**config.mk**
```make
export PLATFORM = sky130hd
export DESIGN_NAME = sdram_bus_bridge
export DESIGN_NICKNAME = d
export VERILOG_FILES = /design/src/rtl/sdram_bus_bridge.sv
export SDC_FILE = /design/constraint.sdc
export NUM_CORES = 1
export LEC_CHECK = 0
export CAP_MARGIN = 10
export CORE_UTILIZATION = 45
export DETAILED_ROUTE_END_ITERATION = 8
export HOLD_SLACK_MARGIN = 0.08
export PLACE_DENSITY_LB_ADDON = 0.05
export SLEW_MARGIN = 20
export SYNTH_ARGS = -nofsm -noshare
export SYNTH_HDL_FRONTEND = slang
export SYNTH_SLANG_ARGS = --single-unit
```
**constraint.sdc**
```tcl
create_clock -name clk_p -period 5.2 [get_ports clk_p]
set_input_delay 0.52 -clock clk_p [delete_from_list [all_inputs] [get_ports clk_p]]
set_output_delay 0.52 -clock clk_p [all_outputs]
set_load 0.1 [all_outputs]
```
**src/rtl/sdram_bus_bridge.sv**
```systemverilog
// sdram_bus_bridge: kernel SDRAM bus (stb/we/sel/ack) to sdram_top (rd_req/wr_req/ack) with delayed ctl reset, DQM, read capture, delayed ack and timeout
module sdram_bus_bridge #(
  parameter int RST_DELAY = 3,
  parameter int ACK_DELAY = 2,
  parameter int TIMEOUT   = 1023
) (
  input  logic        clk_p,
  input  logic        sdram_reset,
  input  logic        sdram_stb,
  input  logic        sdram_we,
  input  logic [1:0]  sdram_sel,
  input  logic [20:0] sdram_adr,
  input  logic [15:0] sdram_out,
  output logic [15:0] sdram_dat,
  output logic        sdram_ack,
  output logic        sdram_ready,
  output logic        ctl_rst_n,
  output logic        ctl_wr_req,
  output logic        ctl_rd_req,
  input  logic        ctl_wr_ack,
  input  logic        ctl_rd_ack,
  output logic [21:0] ctl_addr,
  output logic [15:0] ctl_wdata,
  input  logic [15:0] ctl_rdata,
  input  logic        ctl_init_done,
  output logic        dqm_h,
  output logic        dqm_l,
  output logic        timeout_err
);
  typedef enum logic [2:0] {IDLE, REQ, ACKDLY, DONE, DRAIN} state_t;
  localparam state_t POST = (ACK_DELAY == 1) ? DONE : ACKDLY;
  state_t state;
  logic [3:0] rcnt;
  logic [2:0] dcnt;
  logic [9:0] tcnt;
  logic we_l, ack_m, tmo, req;
  assign req = ctl_wr_req | ctl_rd_req;
  assign ack_m = we_l ? ctl_wr_ack : ctl_rd_ack;
  assign tmo = tcnt == 10'(TIMEOUT - 1);
  assign sdram_ack = (state == DONE) && sdram_stb;
  always_ff @(posedge clk_p)
    if (sdram_reset) begin
      rcnt <= '0;
      ctl_rst_n <= 1'b0;
      sdram_ready <= 1'b0;
    end else begin
      if (!ctl_rst_n) begin
        if (rcnt == 4'(RST_DELAY)) ctl_rst_n <= 1'b1;
        else rcnt <= rcnt + 4'd1;
      end
      sdram_ready <= ctl_rst_n & ctl_init_done;
    end
  always_ff @(posedge clk_p)
    if (sdram_reset) begin
      state <= IDLE;
      dcnt <= '0;
      tcnt <= '0;
      we_l <= 1'b0;
      sdram_dat <= '0;
      ctl_wr_req <= 1'b0;
      ctl_rd_req <= 1'b0;
      ctl_addr <= '0;
      ctl_wdata <= '0;
      dqm_h <= 1'b0;
      dqm_l <= 1'b0;
      timeout_err <= 1'b0;
    end else begin
      timeout_err <= 1'b0;
      case (state)
        IDLE: if (sdram_stb && sdram_ready) begin
          state <= REQ;
          ctl_addr <= {1'b0, sdram_adr};
          ctl_wdata <= sdram_out;
          we_l <= sdram_we;
          dqm_h <= sdram_we & ~sdram_sel[1];
          dqm_l <= sdram_we & ~sdram_sel[0];
          ctl_wr_req <= sdram_we;
          ctl_rd_req <= ~sdram_we;
          tcnt <= '0;
        end
        REQ: begin
          if (ctl_rd_ack && !we_l) sdram_dat <= ctl_rdata;
          if (ack_m || tmo) begin
            ctl_wr_req <= 1'b0;
            ctl_rd_req <= 1'b0;
            dcnt <= '0;
            state <= sdram_stb ? POST : DRAIN;
            if (!ack_m) begin
              timeout_err <= 1'b1;
              if (!we_l) sdram_dat <= 16'hFFFF;
            end
          end else begin
            tcnt <= tcnt + 10'd1;
            if (!sdram_stb) state <= DRAIN;
          end
        end
        ACKDLY: if (!sdram_stb) state <= DRAIN;
          else if (dcnt == 3'(ACK_DELAY - 2)) state <= DONE;
          else dcnt <= dcnt + 3'd1;
        DONE: if (!sdram_stb) state <= IDLE;
        DRAIN: if (!req || ack_m || tmo) begin
          ctl_wr_req <= 1'b0;
          ctl_rd_req <= 1'b0;
          state <= IDLE;
        end else tcnt <= tcnt + 10'd1;
        default: state <= IDLE;
      endcase
    end
endmodule

```
==> reports/qor.txt, run 1 <==
Run status: complete, no violations
Placed cell count: 602
Antenna violation net count after detailed routing: 0
Largest cells by area after synthesis: dfxtp_1 (48%), nand2_1 (13%), a21oi_1 (7.0%)
CTS tree: done
Die area: 7840 µm²
Initial Util: 0.465
DR iter-0 viols: 131
Fillers: 626
Layout cells sized above 1: 0.0597
Vias in the first global route: 2,872
Congestion Overflow GR: 0
CTS Buffer Depth: 2
N_diodes: 0
Vias: 3,174
Pin count of the biggest net entering global routing: 79
Wirelength per Cell: 13.5 µm
Max Clock Freq: 311 MHz
CP top delay family: buffers and inverters
DRC errors left: 0
Post-Syn Instances: 404
Synth Area in XOR/XNOR: 0.0152
Syn_area_per_cell: 8.34 µm²
Yosys warnings: 0
Clk Latency, worst-skew pair: 0.34 ns
CP most frequent cell: clkdlybuf4s50_1
Total setup buffers inserted after CTS: 0
Post-synthesis sequential area ratio: 0.481
Rel. slew slack: 0.323
Max Cap Viol: 0
Hold buffer count at cts: 0
Post-synthesis cell area: 3370 µm²
Core Area: 7250 µm²
Num rows: 31
Tot GR Track Use: 0.213
Commonest register cell after synthesis: dfxtp_1
Final WS setup: 1.98 ns
Pre-CTS WS: 2.00 ns
Critical-path maximum fanout: 9
Worst setup EP type: output port
Die W: 88.5 µm
Most frequent cells after synthesis: nand2_1 (118), dfxtp_1 (81), a21oi_1 (47)
Main combinational cell family by area after synthesis: simple AND/OR/NAND/NOR gates
Clock Sinks: 81
VDD IR max: 0.200 mV
WP data arrival: 2.70 ns
First-pass GRT wire length: 13,100 µm
Final min period: 3.22 ns
RSZ-0062 raised after global routing: false
Die H: 88.5 µm
Most common cell in the synthesized netlist: nand2_1
Unique cell type count in the Yosys netlist: 57
Layout area overhead: 42.5%
Synth Area in Adders: 0.0186
Slowest stage delay, CP: 1.13 ns
HP Class: flip-flop to flip-flop
Clock buffers created by TritonCTS: 9
DP Wirelength: 5580 µm
Post-synthesis compound-gate area fraction: 0.179
Clock Skew: 0.00870 ns
Buffer and inverter count on the worst path: 2
Post-synthesis net count: 471
Final net count: 581
Final setup violation count: 0
Fin cells: 618
Setup TNS: 0 ns
LEAKAGE: 1.62 nW
Fin. Hold Viols: 0
Clk pin slew, worst setup/hold paths: 0.08 ns
Routability congestion estimate: 0.795
Post-Synth Simple-Gate Area: 0.248
CTS H-tree depth: 3
Cell taking the most area after synthesis: dfxtp_1
Cell-by-cell trace of the critical path: clkdlybuf4s50_1, nor2b_2, and3_1, clkdlybuf4s50_1
Slowest CP cell: clkdlybuf4s50_1
EDFF count, synth: 0
Startpoint Class: input port
CP Class: input port to output port
Final wirelength: 8340 µm
Ports: 124
Drt via density: 5.14
Pins over their slew limit: 0
Post-synth top area share: 0.481
PwrDens: 325 nW/µm²
First drt pass iteration count: 4
Initial antenna violation count: 0
Clock root cell: clkbuf_8
Cts repair resizes: 0
Required time worst endpoint: 4.68 ns
Tcrit/Tclk final: 0.619
Synth Register Bits: 81
Port bufs: 122
Slew @ Worst Pin: 1.01 ns
Mux cell area share after synthesis: 0.0130
Async S/R FF share, synth: 0
==> final cells by class <==
cell class,count,area (µm²),area share
flip-flops and latches,81,1620,0.338
multi-input cells,291,1600,0.333
repair buffers,125,1240,0.258
clock buffers,12,145,0.0302
well taps,99,124,0.0258
clock inverters,4,51.3,0.0107
inverters,6,22.5,0.00469
==> per-layer routing <==
metal,part of all wire,GRT usage
met4,0.012,0.0836
met1,0.46,0.276
met2,0.46,0.352
met3,0.060,0.0382
met5,0,0
==> placed cells by master (no fill, tap or decap), types with 4 or more instances in the layout <==
cell / instances
a31oi_1: 19
nand3_1: 8
a21oi_1: 47
nand2_1: 118
a311oi_1: 5
clkdlybuf4s50_1: 121
inv_1: 6
nor2_1: 18
ha_1: 5
and2_1: 4
a211oi_1: 4
dfxtp_1: 81
o21ai_0: 8
clkbuf_8: 10
==> cell families after synthesis <==
family                     count (synthesis)
and+or+nand+nor                          180
DFF                                       81
buffers and inverters                     32
adders and majority gates                  5
muxes                                      4
xor gates and xnor gates                   5
AOI/OAI and AO/OA                         96
other                                      1
==> where the power goes <==
| group | switching [mW] | leakage, nW | internal [mW] |
|---|---|---|---|
| Sequential | 0.0335 | 0.653 | 0.653 |
| Combinational | 0.274 | 0.872 | 0.141 |
| Clock | 0.223 | 0.0970 | 0.237 |
| Total | 0.531 | 1.62 | 1.03 |
==> worst min-delay path: stages (launching register included) <==
cell and delay, ns:
dfxtp_1 0.31, nand2_1 0.05, a21oi_1 0.05
==> per-stage QoR <==
| step | util | cell area (µm²) | power, mW | hold slack [ns] |
|---|---|---|---|---|
| after CTS | 0.662 | 4800 | 1.58 | 0.457 |
| after global placement | 0.635 | 4610 | 1.11 | 0.436 |
| final | 0.662 | 4800 | 1.56 | 0.455 |
| after floorplan | - | 3370 | 1.00 | 0.438 |
| after detailed placement | 0.635 | 4610 | 1.12 | 0.446 |
| after global routing | 0.662 | 4800 | 1.63 | 0.474 |
==> sequential cells by signal, indices dropped and copies added (netlist names) <==
name,flops
timeout_err,1
tcnt,10
dqm_l,1
sdram_dat,16
ctl_wr_req,1
dqm_h,1
ctl_rd_req,1
state,3
ctl_addr,21
sdram_ready,1
ctl_wdata,16
we_l,1
ctl_rst_n,1
rcnt,4
dcnt,3
==> final timing paths <==
path              slack, ns      endpoint  depth (start not counted)          from
setup / recovery       1.98     sdram_ack                          4     sdram_stb
hold / removal         0.46  ctl_wdata[4]                          2  ctl_wdata[4]
setup reg to reg       2.87      state[2]                          5      state[0]
hold reg to reg        0.46  ctl_wdata[4]                          2  ctl_wdata[4]
(Power assumes the default switching activity.)
==> run 2: changes to the inputs <==
- CORE_UTILIZATION: 45 -> 40
- clock period: 5.2 -> 2.71 ns (I/O delays scaled with it)
==> reports/qor.txt, run 2 (synthesized netlist as in run 1, its figures left out) <==
Run status: complete, no violations
Fillers: 769
N_diodes: 0
Fin. Hold Viols: 0
First-pass GRT wire length: 12,900 µm
Num rows: 33
Max Cap Viol: 0
Max reg flops: 21
Final net count: 585
PwrDens: 614 nW/µm²
Clock root cell: clkbuf_8
Layout area overhead: 38.5%
Ports: 124
CP Class: flip-flop to flip-flop
Die W: 93.8 µm
Drt via density: 5.04
Vias in the first global route: 2,726
Largest regs: ctl_addr x21, ctl_wdata x16, sdram_dat x16
Required time worst endpoint: 2.95 ns
Layout cells sized above 1: 0.182
Total setup buffers inserted after CTS: 0
WP data arrival: 2.37 ns
Slew @ Worst Pin: 0.614 ns
Final min period: 2.13 ns
Tcrit/Tclk final: 0.786
First drt pass iteration count: 6
Setup TNS: 0 ns
WHS: 0.349 ns
Layout Utilization: 0.571
Reg with most FFs: ctl_addr
Core Area: 8180 µm²
Clock Sinks: 81
LEAKAGE: 1.76 nW
Clock Skew: 0.0132 ns
Initial Util: 0.412
Vias: 3,163
CTS H-tree depth: 3
Worst setup EP type: flip-flop
Most common cell after layout, fill and taps aside: nand2_1
DP Wirelength: 5790 µm
Initial antenna violation count: 0
Max Clock Freq: 469 MHz
Routability congestion estimate: 0.834
WHS Path Cells: 2
Die H: 93.8 µm
DRC errors left: 0
Pre-CTS WS: 0.328 ns
Critical-path maximum fanout: 11
Tot GR Track Use: 0.185
Final WS setup: 0.580 ns
Clk Latency, worst-skew pair: 0.34 ns
CTS Buffer Depth: 2
Reg2Reg Depth: 5
Rel. slew slack: 0.590
Met3 Track Usage GR: 0.0356
Antenna violation net count after detailed routing: 0
Cts repair resizes: 0
Met1 Use GR: 0.236
Pin count of the biggest net entering global routing: 38
Wirelength per Cell: 13.4 µm
Hold buffer count at cts: 0
Met2 usage: 0.306
Startpoint Class: flip-flop
Port bufs: 122
Global-route layer with the greatest usage: met2
VDD IR max: 0.553 mV
DR iter-0 viols: 89
Commonest non-fill, non-tap cells in the layout: nand2_1 (118), dfxtp_1 (81), buf_4 (67)
Die area: 8800 µm²
Final setup violation count: 0
Congestion Overflow GR: 0
Clk pin slew, worst setup/hold paths: 0.08 ns
Final wirelength: 8420 µm
HP Class: input port to flip-flop
Pins over their slew limit: 0
Clock buffers created by TritonCTS: 9
CTS tree: done
RSZ-0062 raised after global routing: false
==> run 2: cell types whose count changed in the layout (fill, tap and decap cells not counted) <==
| cell | change |
|---|---|
| buf_4 | +64 |
| clkdlybuf4s50_1 | -61 |
| buf_12 | +1 |
| bufinv_16 | -1 |
| clkinv_2 | +1 |
| inv_6 | -1 |
==> run 2: path summary, 6_finish.rpt <==
check	start	endpoint	slack, ns
setup / recovery	state[0]	state[2]	0.58
hold / removal	sdram_reset	dcnt[1]	0.35
setup reg to reg	state[0]	state[2]	0.58
hold reg to reg	ctl_addr[7]	ctl_addr[7]	0.46
==> run 2: through the flow <==
step | std cells | power, mW | instance area (µm²)
4_1_cts | 627 | 2.90 | 4670
5_1_grt | 627 | 3.01 | 4670
3_3_place_gp | 612 | 2.14 | 4510
6_report | 627 | 2.87 | 4670
2_1_floorplan | 404 | 1.92 | 3370
3_5_place_dp | 612 | 2.14 | 4510
==> run 2: report_power, final <==
group / internal (mW) / switching [mW]
clock: 0.351 / 0.404
sequential: 1.25 / 0.0572
combinational: 0.269 / 0.531
total: 1.87 / 0.992
==> run 2: layout make-up <==
| class | instances | area (µm²) | area share |
|---|---|---|---|
| Sequential cell | 81 | 1620 | 0.347 |
| Clock inverter | 3 | 17.5 | 0.00375 |
| Tap cell | 105 | 131 | 0.0281 |
| Timing Repair Buffer | 129 | 1130 | 0.242 |
| Clock buffer | 12 | 145 | 0.0311 |
| Inverter | 6 | 22.5 | 0.00482 |
| Multi-Input combinational cell | 291 | 1600 | 0.343 |
==> run 2: layer usage <==
metal  wire [µm]  up-vias
li1            -     1614
met5           0        -
met2        3960       69
met4         121        0
met1        3900     1469
met3         433       11
==> run 2: worst max-delay path, stage by stage (launching register included) <==
cell       delay [ns]
dfxtp_1          0.53
nor3b_2          0.34
nand2_1          0.19
a21oi_2          0.47
nor2_1           0.11
a2111oi_1        0.36
